[src/rtl/arith_pkg.sv]
// Shared opcode and FSM-state definitions for the multi-cycle arithmetic unit.
package arith_pkg;

  localparam logic [1:0] FUNC_ADD = 2'b00;
  localparam logic [1:0] FUNC_SUB = 2'b01;
  localparam logic [1:0] FUNC_MUL = 2'b10;
  localparam logic [1:0] FUNC_DIV = 2'b11;

  typedef enum logic [1:0] {
    ST_IDLE     = 2'b00,
    ST_DIV_BUSY = 2'b01,
    ST_DONE     = 2'b10
  } state_e;

endpackage

[src/rtl/arith_unit_mc_seq_divider.sv]
// Iterative restoring divider: one quotient bit per cycle, MSB first.
// done/quotient/remainder present the final step's values during the last busy cycle.
module seq_divider #(
  parameter int IN_WIDTH = 16
) (
  input  logic                CLK,
  input  logic                RST,
  input  logic                start,
  input  logic [IN_WIDTH-1:0] dividend,
  input  logic [IN_WIDTH-1:0] divisor,
  output logic                done,
  output logic [IN_WIDTH-1:0] quotient,
  output logic [IN_WIDTH-1:0] remainder
);

  localparam int CNT_W = (IN_WIDTH > 1) ? $clog2(IN_WIDTH) : 1;

  logic                busy_r;
  logic [CNT_W-1:0]    cnt_r;
  logic [IN_WIDTH-1:0] rem_r;
  logic [IN_WIDTH-1:0] quo_r;
  logic [IN_WIDTH-1:0] dvs_r;
  logic [IN_WIDTH:0]   trial_s;
  logic [IN_WIDTH:0]   diff_s;
  logic [IN_WIDTH-1:0] rem_nx_s;
  logic [IN_WIDTH-1:0] quo_nx_s;
  logic                qbit_s;

  // Shift-subtract step; the borrow of the trial subtraction decides the quotient bit.
  always_comb begin
    trial_s = {rem_r, quo_r[IN_WIDTH-1]};
    diff_s  = trial_s - {1'b0, dvs_r};
    qbit_s  = ~diff_s[IN_WIDTH];
    if (qbit_s) begin
      rem_nx_s = diff_s[IN_WIDTH-1:0];
    end else begin
      rem_nx_s = trial_s[IN_WIDTH-1:0];
    end
    quo_nx_s = {quo_r[IN_WIDTH-2:0], qbit_s};
  end

  // Operand capture, iteration state and bit counter.
  always_ff @(posedge CLK or negedge RST) begin
    if (!RST) begin
      busy_r <= 1'b0;
      cnt_r  <= '0;
      rem_r  <= '0;
      quo_r  <= '0;
      dvs_r  <= '0;
    end else if (start) begin
      busy_r <= 1'b1;
      cnt_r  <= CNT_W'(IN_WIDTH - 1);
      rem_r  <= '0;
      quo_r  <= dividend;
      dvs_r  <= divisor;
    end else if (busy_r) begin
      rem_r <= rem_nx_s;
      quo_r <= quo_nx_s;
      if (cnt_r == '0) begin
        busy_r <= 1'b0;
      end else begin
        cnt_r <= cnt_r - CNT_W'(1);
      end
    end
  end

  assign done      = busy_r && (cnt_r == '0);
  assign quotient  = quo_nx_s;
  assign remainder = rem_nx_s;

endmodule

[src/rtl/arith_unit_mc.sv]
// Handshaked multi-cycle ADD/SUB/MUL/DIV unit with held results under backpressure.
// Define ARITH_UNIT_DIV_EN to build the iterative divider; otherwise DIV reports an error.
module arith_unit_mc
  import arith_pkg::*;
#(
  parameter  int IN_WIDTH  = 16,
  localparam int OUT_WIDTH = 2 * IN_WIDTH
) (
  input  logic                 CLK,
  input  logic                 RST,
  input  logic [IN_WIDTH-1:0]  A,
  input  logic [IN_WIDTH-1:0]  B,
  input  logic [1:0]           ALU_FUNC,
  input  logic                 IN_VALID,
  output logic                 IN_READY,
  output logic [OUT_WIDTH-1:0] Arith_OUT,
  output logic                 Carry_OUT,
  output logic                 Arith_Err,
  output logic                 Arith_Flag,
  input  logic                 OUT_READY
);

  state_e                state_r, state_s;
  logic [OUT_WIDTH-1:0]  out_r, out_s;
  logic                  carry_r, carry_s;
  logic                  err_r, err_s;
  logic                  flag_r;
  logic                  in_ready_s;
  logic                  accept_s;
  logic [IN_WIDTH:0]     sum_s;
  logic [IN_WIDTH:0]     diff_s;
  logic [OUT_WIDTH-1:0]  prod_s;
  logic [OUT_WIDTH-1:0]  op_out_s;
  logic                  op_carry_s;
  logic                  op_err_s;
  logic                  op_iter_s;
  logic                  div_done_s;
  logic [IN_WIDTH-1:0]   quo_s;
  logic [IN_WIDTH-1:0]   rem_s;

  assign in_ready_s = RST && ((state_r == ST_IDLE) || ((state_r == ST_DONE) && OUT_READY));
  assign accept_s   = IN_VALID && in_ready_s;

  assign sum_s  = {1'b0, A} + {1'b0, B};
  assign diff_s = {1'b0, A} - {1'b0, B};
  assign prod_s = {{IN_WIDTH{1'b0}}, A} * {{IN_WIDTH{1'b0}}, B};

`ifdef ARITH_UNIT_DIV_EN
  logic div_start_s;

  assign div_start_s = accept_s && op_iter_s;

  seq_divider #(
    .IN_WIDTH (IN_WIDTH)
  ) u_div (
    .CLK       (CLK),
    .RST       (RST),
    .start     (div_start_s),
    .dividend  (A),
    .divisor   (B),
    .done      (div_done_s),
    .quotient  (quo_s),
    .remainder (rem_s)
  );
`else
  assign div_done_s = 1'b0;
  assign quo_s      = {IN_WIDTH{1'b0}};
  assign rem_s      = {IN_WIDTH{1'b0}};
`endif

  // Single-cycle result of the request on the inputs; op_iter_s marks a divider launch.
  always_comb begin
    op_out_s   = {OUT_WIDTH{1'b0}};
    op_carry_s = 1'b0;
    op_err_s   = 1'b0;
    op_iter_s  = 1'b0;
    case (ALU_FUNC)
      FUNC_ADD: begin
        op_out_s   = {{IN_WIDTH{1'b0}}, sum_s[IN_WIDTH-1:0]};
        op_carry_s = sum_s[IN_WIDTH];
      end
      FUNC_SUB: begin
        op_out_s   = {{IN_WIDTH{1'b0}}, diff_s[IN_WIDTH-1:0]};
        op_carry_s = diff_s[IN_WIDTH];
      end
      FUNC_MUL: begin
        op_out_s = prod_s;
      end
      FUNC_DIV: begin
`ifdef ARITH_UNIT_DIV_EN
        if (B == {IN_WIDTH{1'b0}}) begin
          op_out_s = {A, {IN_WIDTH{1'b1}}};
          op_err_s = 1'b1;
        end else begin
          op_iter_s = 1'b1;
        end
`else
        op_err_s = 1'b1;
`endif
      end
      default: begin
        op_err_s = 1'b1;
      end
    endcase
  end

  // Next state and next result; an accept is only possible from IDLE or a consumed DONE.
  always_comb begin
    state_s = state_r;
    out_s   = out_r;
    carry_s = carry_r;
    err_s   = err_r;
    if (accept_s) begin
      if (op_iter_s) begin
        state_s = ST_DIV_BUSY;
      end else begin
        state_s = ST_DONE;
        out_s   = op_out_s;
        carry_s = op_carry_s;
        err_s   = op_err_s;
      end
    end else begin
      case (state_r)
        ST_IDLE: begin
          state_s = ST_IDLE;
        end
        ST_DIV_BUSY: begin
          if (div_done_s) begin
            state_s = ST_DONE;
            out_s   = {rem_s, quo_s};
            carry_s = 1'b0;
            err_s   = 1'b0;
          end else begin
            state_s = ST_DIV_BUSY;
          end
        end
        ST_DONE: begin
          if (OUT_READY) begin
            state_s = ST_IDLE;
          end else begin
            state_s = ST_DONE;
          end
        end
        default: begin
          state_s = ST_IDLE;
        end
      endcase
    end
  end

  // State and registered outputs.
  always_ff @(posedge CLK or negedge RST) begin
    if (!RST) begin
      state_r <= ST_IDLE;
      out_r   <= {OUT_WIDTH{1'b0}};
      carry_r <= 1'b0;
      err_r   <= 1'b0;
      flag_r  <= 1'b0;
    end else begin
      state_r <= state_s;
      out_r   <= out_s;
      carry_r <= carry_s;
      err_r   <= err_s;
      flag_r  <= (state_s == ST_DONE);
    end
  end

  assign IN_READY   = in_ready_s;
  assign Arith_OUT  = out_r;
  assign Carry_OUT  = carry_r;
  assign Arith_Err  = err_r;
  assign Arith_Flag = flag_r;

endmodule

[config.mk]
export PLATFORM = sky130hd
export DESIGN_NAME = arith_unit_mc
export DESIGN_NICKNAME = d
export VERILOG_FILES = /design/src/rtl/arith_pkg.sv /design/src/rtl/arith_unit_mc_seq_divider.sv /design/src/rtl/arith_unit_mc.sv
export SDC_FILE = /design/constraint.sdc
export NUM_CORES = 1
export LEC_CHECK = 0
export ABC_AREA = 1
export CORE_MARGIN = 4
export CORE_UTILIZATION = 29
export DETAILED_ROUTE_END_ITERATION = 16
export PLACE_DENSITY = 0.56
export SETUP_SLACK_MARGIN = 0.2
export SYNTH_ARGS = -nofsm -noshare
export SYNTH_HDL_FRONTEND = slang
export SYNTH_HIERARCHICAL = 1
export SYNTH_SLANG_ARGS = --single-unit
[constraint.sdc]
create_clock -name CLK -period 1.77 [get_ports CLK]
set_input_delay 0.354 -clock CLK [delete_from_list [all_inputs] [get_ports CLK]]
set_output_delay 0.354 -clock CLK [all_outputs]
set_load 0.005 [all_outputs]
### Word-level counts from Yosys, hierarchy flattened

Index checks and enable logic that the tools add are counted.

* register bits: 37
* bits of input ports: 38
* output and inout bits: 36
* word-level logic and storage cells: 26

* add/subtract/negate cells: 2
* $mul: 1
* equality and inequality tests: 6
* multiplexer cells: 6
* reductions and logical operators: 6

Operators by type and width (count)
* 32-bit case mux with 3 select lines: 1
* 16-bit by 16-bit multiplier with 32-bit output: 1
* 16-bit by 16-bit adder with 17-bit output: 1
* 16-bit by 16-bit subtractor with 17-bit output: 1
* 2-bit == test, second input constant: 4
* 2-bit by 1-bit == test with 1-bit output, second input constant: 2
* 2-bit logical NOT: 2
* 2-bit 2-to-1 mux: 2
* 2-bit case mux with 2 select lines: 1
* 1-bit logical AND: 3
* 1-bit case mux with 2 select lines: 1
* 1-bit logical OR: 1
* 1-bit 2-to-1 mux: 1

### Longest topological paths before layout

Gate-level depths: netlist (run 1).

* word-level depth: 7
* gate-level depth with buffers: 28
* gate-level depth less buffers: 26

### Worst setup path after synthesis (run 1)

OpenSTA, ideal clock, no wires.

* path type: input -> register
* start point: in B[1]
* end point: reg out_r[16] (netlist: Arith_OUT[16])
* library setup time: 0.126 ns
* arrival: 5.190 ns
* data required time: 1.644 ns
* setup slack: -3.546 ns
* cell stages on the path: 21
* path buffers: 2
* cell sequence: clkbuf_1 > clkbuf_1 > nand2_1 > fa_1 > fa_1 > fa_1 > fa_1 > inv_1 > fa_1 > inv_1 > fa_1 > inv_1 > ha_1 > nand2_1 > inv_1 > a21oi_1 > o21ai_0 > a21oi_1 > nand2_1 > nand2_1 > o21ai_0

* longest elaborated chain between the ends: 2

RTL lines
* start, declared: line arith_unit_mc.sv:12 `input logic [IN_WIDTH-1:0] B,`
* 16-bit by 16-bit multiplier with 32-bit output: line arith_unit_mc.sv:46 `assign prod_s = {{IN_WIDTH{1'b0}}, A} * {{IN_WIDTH{1'b0}}, B};`
* 32-bit case mux with 3 select lines: line arith_unit_mc.sv:77 `case (ALU_FUNC)`
* end signal, assigned: line arith_unit_mc.sv:155 `out_r <= {OUT_WIDTH{1'b0}};`
* end signal, assigned: line arith_unit_mc.sv:161 `out_r <= out_s;`
* end, declared: line arith_unit_mc.sv:24 `logic [OUT_WIDTH-1:0] out_r, out_s;`

Every way passes these cells.
A chain may end at the register's enable or synchronous reset.

### Worst setup path in the final report (run 1)

* start point: in A[12]
* end point: reg out_r[15] (netlist: Arith_OUT[15])

* longest elaborated chain between the ends: 2
* elaborated cells on any way between the ends: 4
* those cells by class: 2 x add/sub; 1 x mul; 1 x mux

RTL lines
* start, declared: line arith_unit_mc.sv:11 `input logic [IN_WIDTH-1:0] A,`
* 16-bit by 16-bit multiplier with 32-bit output (tied with other cells): line arith_unit_mc.sv:46
* 32-bit case mux with 3 select lines (*): line arith_unit_mc.sv:77

Every way passes the cells marked *; elsewhere a longest branch is shown, timed or not.

==> results.py, run 1 <==
metrics = {
    "sta": {
        "rsz0062_at_grt": "yes",
        "max_slew_margin": 0.668,
        "fmax_mhz": 196,
        "tightest_slew_ns": 0.499,
        "final.min_clock_period_ns": 5.11,
        "setup_viol": 31,
        "hold_ws_ns": 0.151,
        "finalHoldViolCount": 0,
        "timing.final.ws_setup_ns": -3.34,
        "drv_slew": 0,
        "tns_ns": -86.68,
        "min_period_over_period": 2.89,
        "finClkSkew_ns": 0.00308,
    },
    "logic_synthesis": {
        "synth-edff-count": 0,
        "ys_ff_latch": 37,
        "netlist_area_um2": 12600,
        "synth_area_leaders": "fa_1, nand2_1, inv_1, ha_1, dfrtp_1",
        "synth_area_leader_cell": "fa_1",
        "synth-main-ff-cell": "dfrtp_1",
        "yosys_warnings": 6,
        "synthDominantCellAreaShare": 0.312,
        "ys_top_cells_by_count": "nand2_1, inv_1, fa_1",
        "synthDistinctLibCells": 40,
        "synthesis.nets": 2221,
        "ys_async_sr_fraction": 1.00,
        "yosysSeqAreaShare": 0.0736,
        "yosysMostFrequentCell": "nand2_1",
        "synthCells": 1851,
        "avgSynthCellArea_um2": 6.80,
    },
    "die": {
        "fp.dieH_um": 216,
        "core_area_um2": 43000,
        "start_util": 0.293,
        "die_area_um2": 46800,
        "ios": 74,
        "fp-row-count": 76,
        "die_w_um": 216,
    },
    "clock_network": {
        "cts_tree": "yes",
        "clock-sinks": 37,
        "cts_root_buf": "clkbuf_16",
        "ctsLongestPathBuffers": 2,
        "ctsHtreeMaxLevel": 2,
        "cts_buffers": 5,
        "postCtsHoldBufs": 0,
        "clock_latency_ns": 0.28,
        "clk_pin_slew_ns": 0.06,
    },
    "drt": {
        "detail-route-antenna-nets": 0,
        "avgRoutedWirePerCell_um": 16.1,
        "drc": 0,
        "vias": 12700,
        "first_pass_iters": 7,
        "first_iter_violations": 603,
        "finalWirelength_um": 45300,
        "vias_per_cell": 4.54,
    },
    "global_routing": {
        "antenna_found_initial": 0,
        "grt_overflow": 0,
        "grt_pass1_wl_um": 73100,
        "grt_max_degree": 38,
        "grt_pass1_vias": 13800,
        "track_usage": 0.195,
    },
    "layout": {
        "antenna_cells": 0,
        "final_layout_size_suffix_gt1_frac": 0.372,
        "nets": 2590,
        "syn_to_final_growth_pct": 54.3,
        "utilization": 0.452,
        "nFillCells": 4320,
    },
    "setup_path": {
        "critPathCaptureType": "flop",
        "cp_top_family": "adder cells",
        "cp.required_ns": 1.94,
        "slowest_delay_ns": 0.54,
        "cp_num_buf_inv": 9,
        "crit_chain": "buf_2, buf_6, buf_4, buf_6, nand2_2, fa_1, fa_1, fa_1, inv_2, fa_1, fa_1, inv_2, fa_1, inv_2, ha_4, a21oi_4, inv_2, a21oi_4, buf_6, nand4_1, nand3_2, nand3_2, nand2_2, nand2_1",
        "crit_slowest_cell": "fa_1",
        "start_kind": "input port",
        "cp_common_cell": "fa_1",
        "crit_type": "in -> reg",
        "critPathMaxFanout": 7,
        "worstPathArrival_ns": 5.28,
    },
    "placed_design": {
        "dpl.hpwl_um": 36100,
        "gp_congestion": 0.927,
        "io_buffers": 73,
    },
    "outcome": {
        "outcome": "finished with violations",
        "violations": "negative setup slack",
    },
    "job": {
        "drv_cap": 0,
    },
    "hold_path": {
        "worstHoldPathType": "in -> async",
    },
}
-- kinds of logic (layout without fill, tap and decap cells) --
group / count (synthesis) / count (layout) / share of synthesized area
AO/OA/AOI/OAI: 110 / 110 / 0.0479
XOR/XNOR: 5 / 5 / 0.00348
adder cells (fa/ha/maj): 332 / 332 / 0.447
buffers and inverters: 557 / 927 / 0.169
flip-flops: 37 / 37 / 0.0736
AND/OR/NAND/NOR: 810 / 810 / 0.259
-- final timing paths --
check	startpoint	to	slack [ns]	depth (start not counted)
max	A[12]	Arith_OUT[15]	-3.34	24
max in group asynchronous	RST	Arith_OUT[9]	1.27	2
max reg2reg	state_r[0]	Arith_OUT[21]	0.38	9
min in group CLK	state_r[1]	state_r[0]	0.42	1
min	RST	state_r[0]	0.15	2
min reg2reg	state_r[1]	state_r[0]	0.42	1
-- sequential cells by signal, summed over array words and instances, names as in the netlist --
| register | flops |
|---|---|
| Arith_OUT | 32 |
| state_r | 2 |
| Arith_Err | 1 |
| Arith_Flag | 1 |
| Carry_OUT | 1 |
-- placed cells by master, fill, tap and decap left out, drive strengths merged, types with 5 or more instances in the layout --
| master | n |
|---|---|
| nand2 | 595 |
| clkbuf | 7 |
| ha | 136 |
| nand4 | 14 |
| o21bai | 5 |
| buf | 376 |
| nor3 | 7 |
| inv | 490 |
| o21ai | 41 |
| bufbuf | 6 |
| dlygate4sd2 | 5 |
| fa | 196 |
| dfrtp | 37 |
| nand3 | 103 |
| nor2 | 80 |
| a21oi | 53 |
| clkdlybuf4s50 | 36 |
-- metal layers --
metal,GRT usage,vias to the layer above,wire (µm)
met1,0.239,6183,18700
met2,0.359,290,23100
met4,0.0597,0,1750
li1,-,6171,-
met3,0.0210,98,1720
met5,0,-,0
-- cell type report --
class	instances	area [µm²]	area share
multi-input cells	1257	11500	0.594
repair buffers	429	4240	0.218
inverters	490	1850	0.0955
flip-flops and latches	37	926	0.0477
well taps	585	732	0.0377
clock buffers	6	129	0.00664
clock inverters	2	10.0	0.000515
-- stage by stage --
| stage | worst slack [ns] | instances | cell area [µm²] |
|---|---|---|---|
| floorplan | -3.21 | 1851 | 13300 |
| global placement | -4.05 | 2687 | 16300 |
| detailed placement | -4.08 | 2687 | 16300 |
| CTS | -3.34 | 2781 | 18500 |
| global route | -3.53 | 2806 | 19400 |
| finish | -3.34 | 2806 | 19400 |
-- timing repair --
item / 4_1_cts / 5_1_grt
gates cloned: 9 / 0
buffers inserted: 77 / 25
endpoints found under the hold margin: 0 / 0
pin swaps: 216 / 169
gates resized for setup: 479 / 220
setup endpoints to repair: 34 / 36
Power of run 1 is not shown: default switching activity piles up to over one toggle a cycle in this logic, so the estimate is an artifact.
==> run 2, diff against run 1 <==
CORE_MARGIN = default   (was 4)
CORE_UTILIZATION = 50   (was 29)
PLACE_DENSITY = 0.8   (was 0.56)
SLEW_MARGIN = 30   (was default)
==> run 2 against run 1 <==
The flow still finishes with violations (negative setup slack); first-iteration DRC count is 120% higher; final cell count down 10%; utilization grew 31 points; wire length up 9.2%; global-route usage grew 18 points; fmax is 5.5% lower.
==> results.py, run 2 (same netlist as run 1, synthesis figures left out) <==
metrics = {
    "layout": {
        "multiInputGateArea_um2": 11500,
        "final_cell_mix": "nand2_1, inv_1, buf_4",
        "layout_commonest_cell": "nand2_1",
        "syn_to_final_growth_pct": 48.9,
        "nets": 2560,
        "utilization": 0.764,
        "final_layout_size_suffix_gt1_frac": 0.358,
        "largest_register_ffs": 32,
        "nFillCells": 1646,
        "ff_latch_area_um2": 926,
        "antenna_cells": 0,
    },
    "setup_path": {
        "crit_chain": "buf_2, buf_6, buf_6, nand2_1, fa_1, fa_1, inv_2, fa_1, fa_2, fa_1, inv_1, fa_1, inv_2, ha_4, nand2_8, nor2_4, inv_2, o21bai_4, nand2_1, nand3_1, nand2_1, nand3_2, nand2_1",
        "worstPathArrival_ns": 5.58,
        "critPathCaptureType": "flop",
        "r2r_slack_ns": 0.25,
        "slowest_delay_ns": 0.67,
        "r2r_start": "state_r[0]",
        "reg2reg_depth": 9,
        "cp_common_cell": "fa_1",
        "cp.required_ns": 1.94,
        "critPathMaxFanout": 5,
        "cp_top_family": "adder cells",
        "worstReg2RegEnd": "Arith_OUT[25]",
        "start_kind": "input port",
        "cp_num_buf_inv": 7,
        "crit_slowest_cell": "fa_1",
        "crit_type": "in -> reg",
    },
    "sta": {
        "finalHoldViolCount": 0,
        "drv_slew": 0,
        "min_period_over_period": 3.05,
        "tightest_slew_ns": 0.493,
        "final.min_clock_period_ns": 5.41,
        "max_slew_margin": 0.663,
        "finClkSkew_ns": 0.00483,
        "fmax_mhz": 185,
        "rsz0062_at_grt": "yes",
        "timing.final.ws_setup_ns": -3.64,
        "setup_viol": 31,
    },
    "hold_path": {
        "worstHoldPathType": "in -> async",
    },
    "die": {
        "fp-row-count": 57,
        "core_area_um2": 24500,
        "start_util": 0.513,
        "die_w_um": 161,
        "fp.dieH_um": 161,
        "die_area_um2": 25800,
        "ios": 74,
    },
    "placed_design": {
        "dpl.hpwl_um": 33500,
        "io_buffers": 73,
        "gp_congestion": 0.989,
    },
    "job": {
        "drv_cap": 0,
    },
    "global_routing": {
        "grt_max_degree": 38,
        "antenna_found_initial": 0,
        "grt_overflow": 0,
        "grt_pass1_wl_um": 75800,
        "grt_pass1_vias": 14800,
        "track_usage": 0.379,
    },
    "clock_network": {
        "clk_pin_slew_ns": 0.06,
        "clock_latency_ns": 0.29,
        "postCtsHoldBufs": 0,
        "cts_tree": "yes",
        "cts_root_buf": "clkbuf_16",
        "ctsHtreeMaxLevel": 2,
        "clock-sinks": 37,
        "ctsLongestPathBuffers": 2,
        "cts_buffers": 5,
    },
    "drt": {
        "detail-route-antenna-nets": 0,
        "first_pass_iters": 6,
        "vias": 13900,
        "finalWirelength_um": 49500,
        "drc": 0,
        "avgRoutedWirePerCell_um": 19.7,
        "vias_per_cell": 5.54,
        "first_iter_violations": 1303,
    },
    "outcome": {
        "outcome": "finished with violations",
        "violations": "negative setup slack",
    },
}
run 2: cell types whose count changed in the layout (fill, tap and decap cells not counted), sizes merged:
cell and change:
bufbuf -5, buf -28, dlymetal6s2s +1, clkinv -1, clkdlybuf4s15 +3, dlygate4sd2 -3
clkbuf +1
run 2: how the worst max path moves through the flow:
stage                     slack (ns)  cells past startpoint       endpoint  start
after floorplan                -3.21                     26  Arith_OUT[26]   B[4]
after global placement         -4.15                     23  Arith_OUT[19]   A[5]
after detailed placement       -4.15                     23  Arith_OUT[19]   A[5]
after CTS                      -3.29                     23  Arith_OUT[23]   A[6]
after global routing           -3.79                     23  Arith_OUT[25]   B[3]
final                          -3.64                     23  Arith_OUT[25]   B[3]
run 2: stage by stage:
stage / cells / TNS, ns / hold slack [ns] / setup WS (ns) / cell area [µm²]
global route: 2513 / -96.42 / 0.244 / -3.79 / 18700
global placement: 2403 / -109.86 / 0.409 / -4.15 / 15700
finish: 2513 / -92.76 / 0.190 / -3.64 / 18700
CTS: 2495 / -86.20 / 0.198 / -3.29 / 17800
floorplan: 1851 / -80.38 / 0.0584 / -3.21 / 13300
detailed placement: 2403 / -111.38 / 0.415 / -4.15 / 15700
run 2: timing repair:
item | in CTS | in global routing
endpoints found under the setup margin | 34 | 35
gates resized for setup | 515 | 202
cloned | 8 | 2
pin swaps | 218 | 176
setup buffers | 78 | 16
run 2: routing by layer:
layer | share of wire | global-route usage
met1 | 0.36 | 0.442
met2 | 0.48 | 0.640
met3 | 0.083 | 0.0669
met4 | 0.080 | 0.250
met5 | 0 | 0
run 2: cell type report:
class | count | area share
multi-input cells | 1257 | 0.616
repair buffers | 399 | 0.207
well taps | 324 | 0.0216
flip-flops and latches | 37 | 0.0494
clock inverters | 1 | 0.000267
inverters | 490 | 0.0992
clock buffers | 5 | 0.00668
run 2: worst register-to-register path: cells and delay by family, from the launching register on:
family        cells  cell delay [ns]
buf+inv           3             0.43
flops             1             0.35
simple gates      6             0.67
Power of run 2 is left out for the same reason.
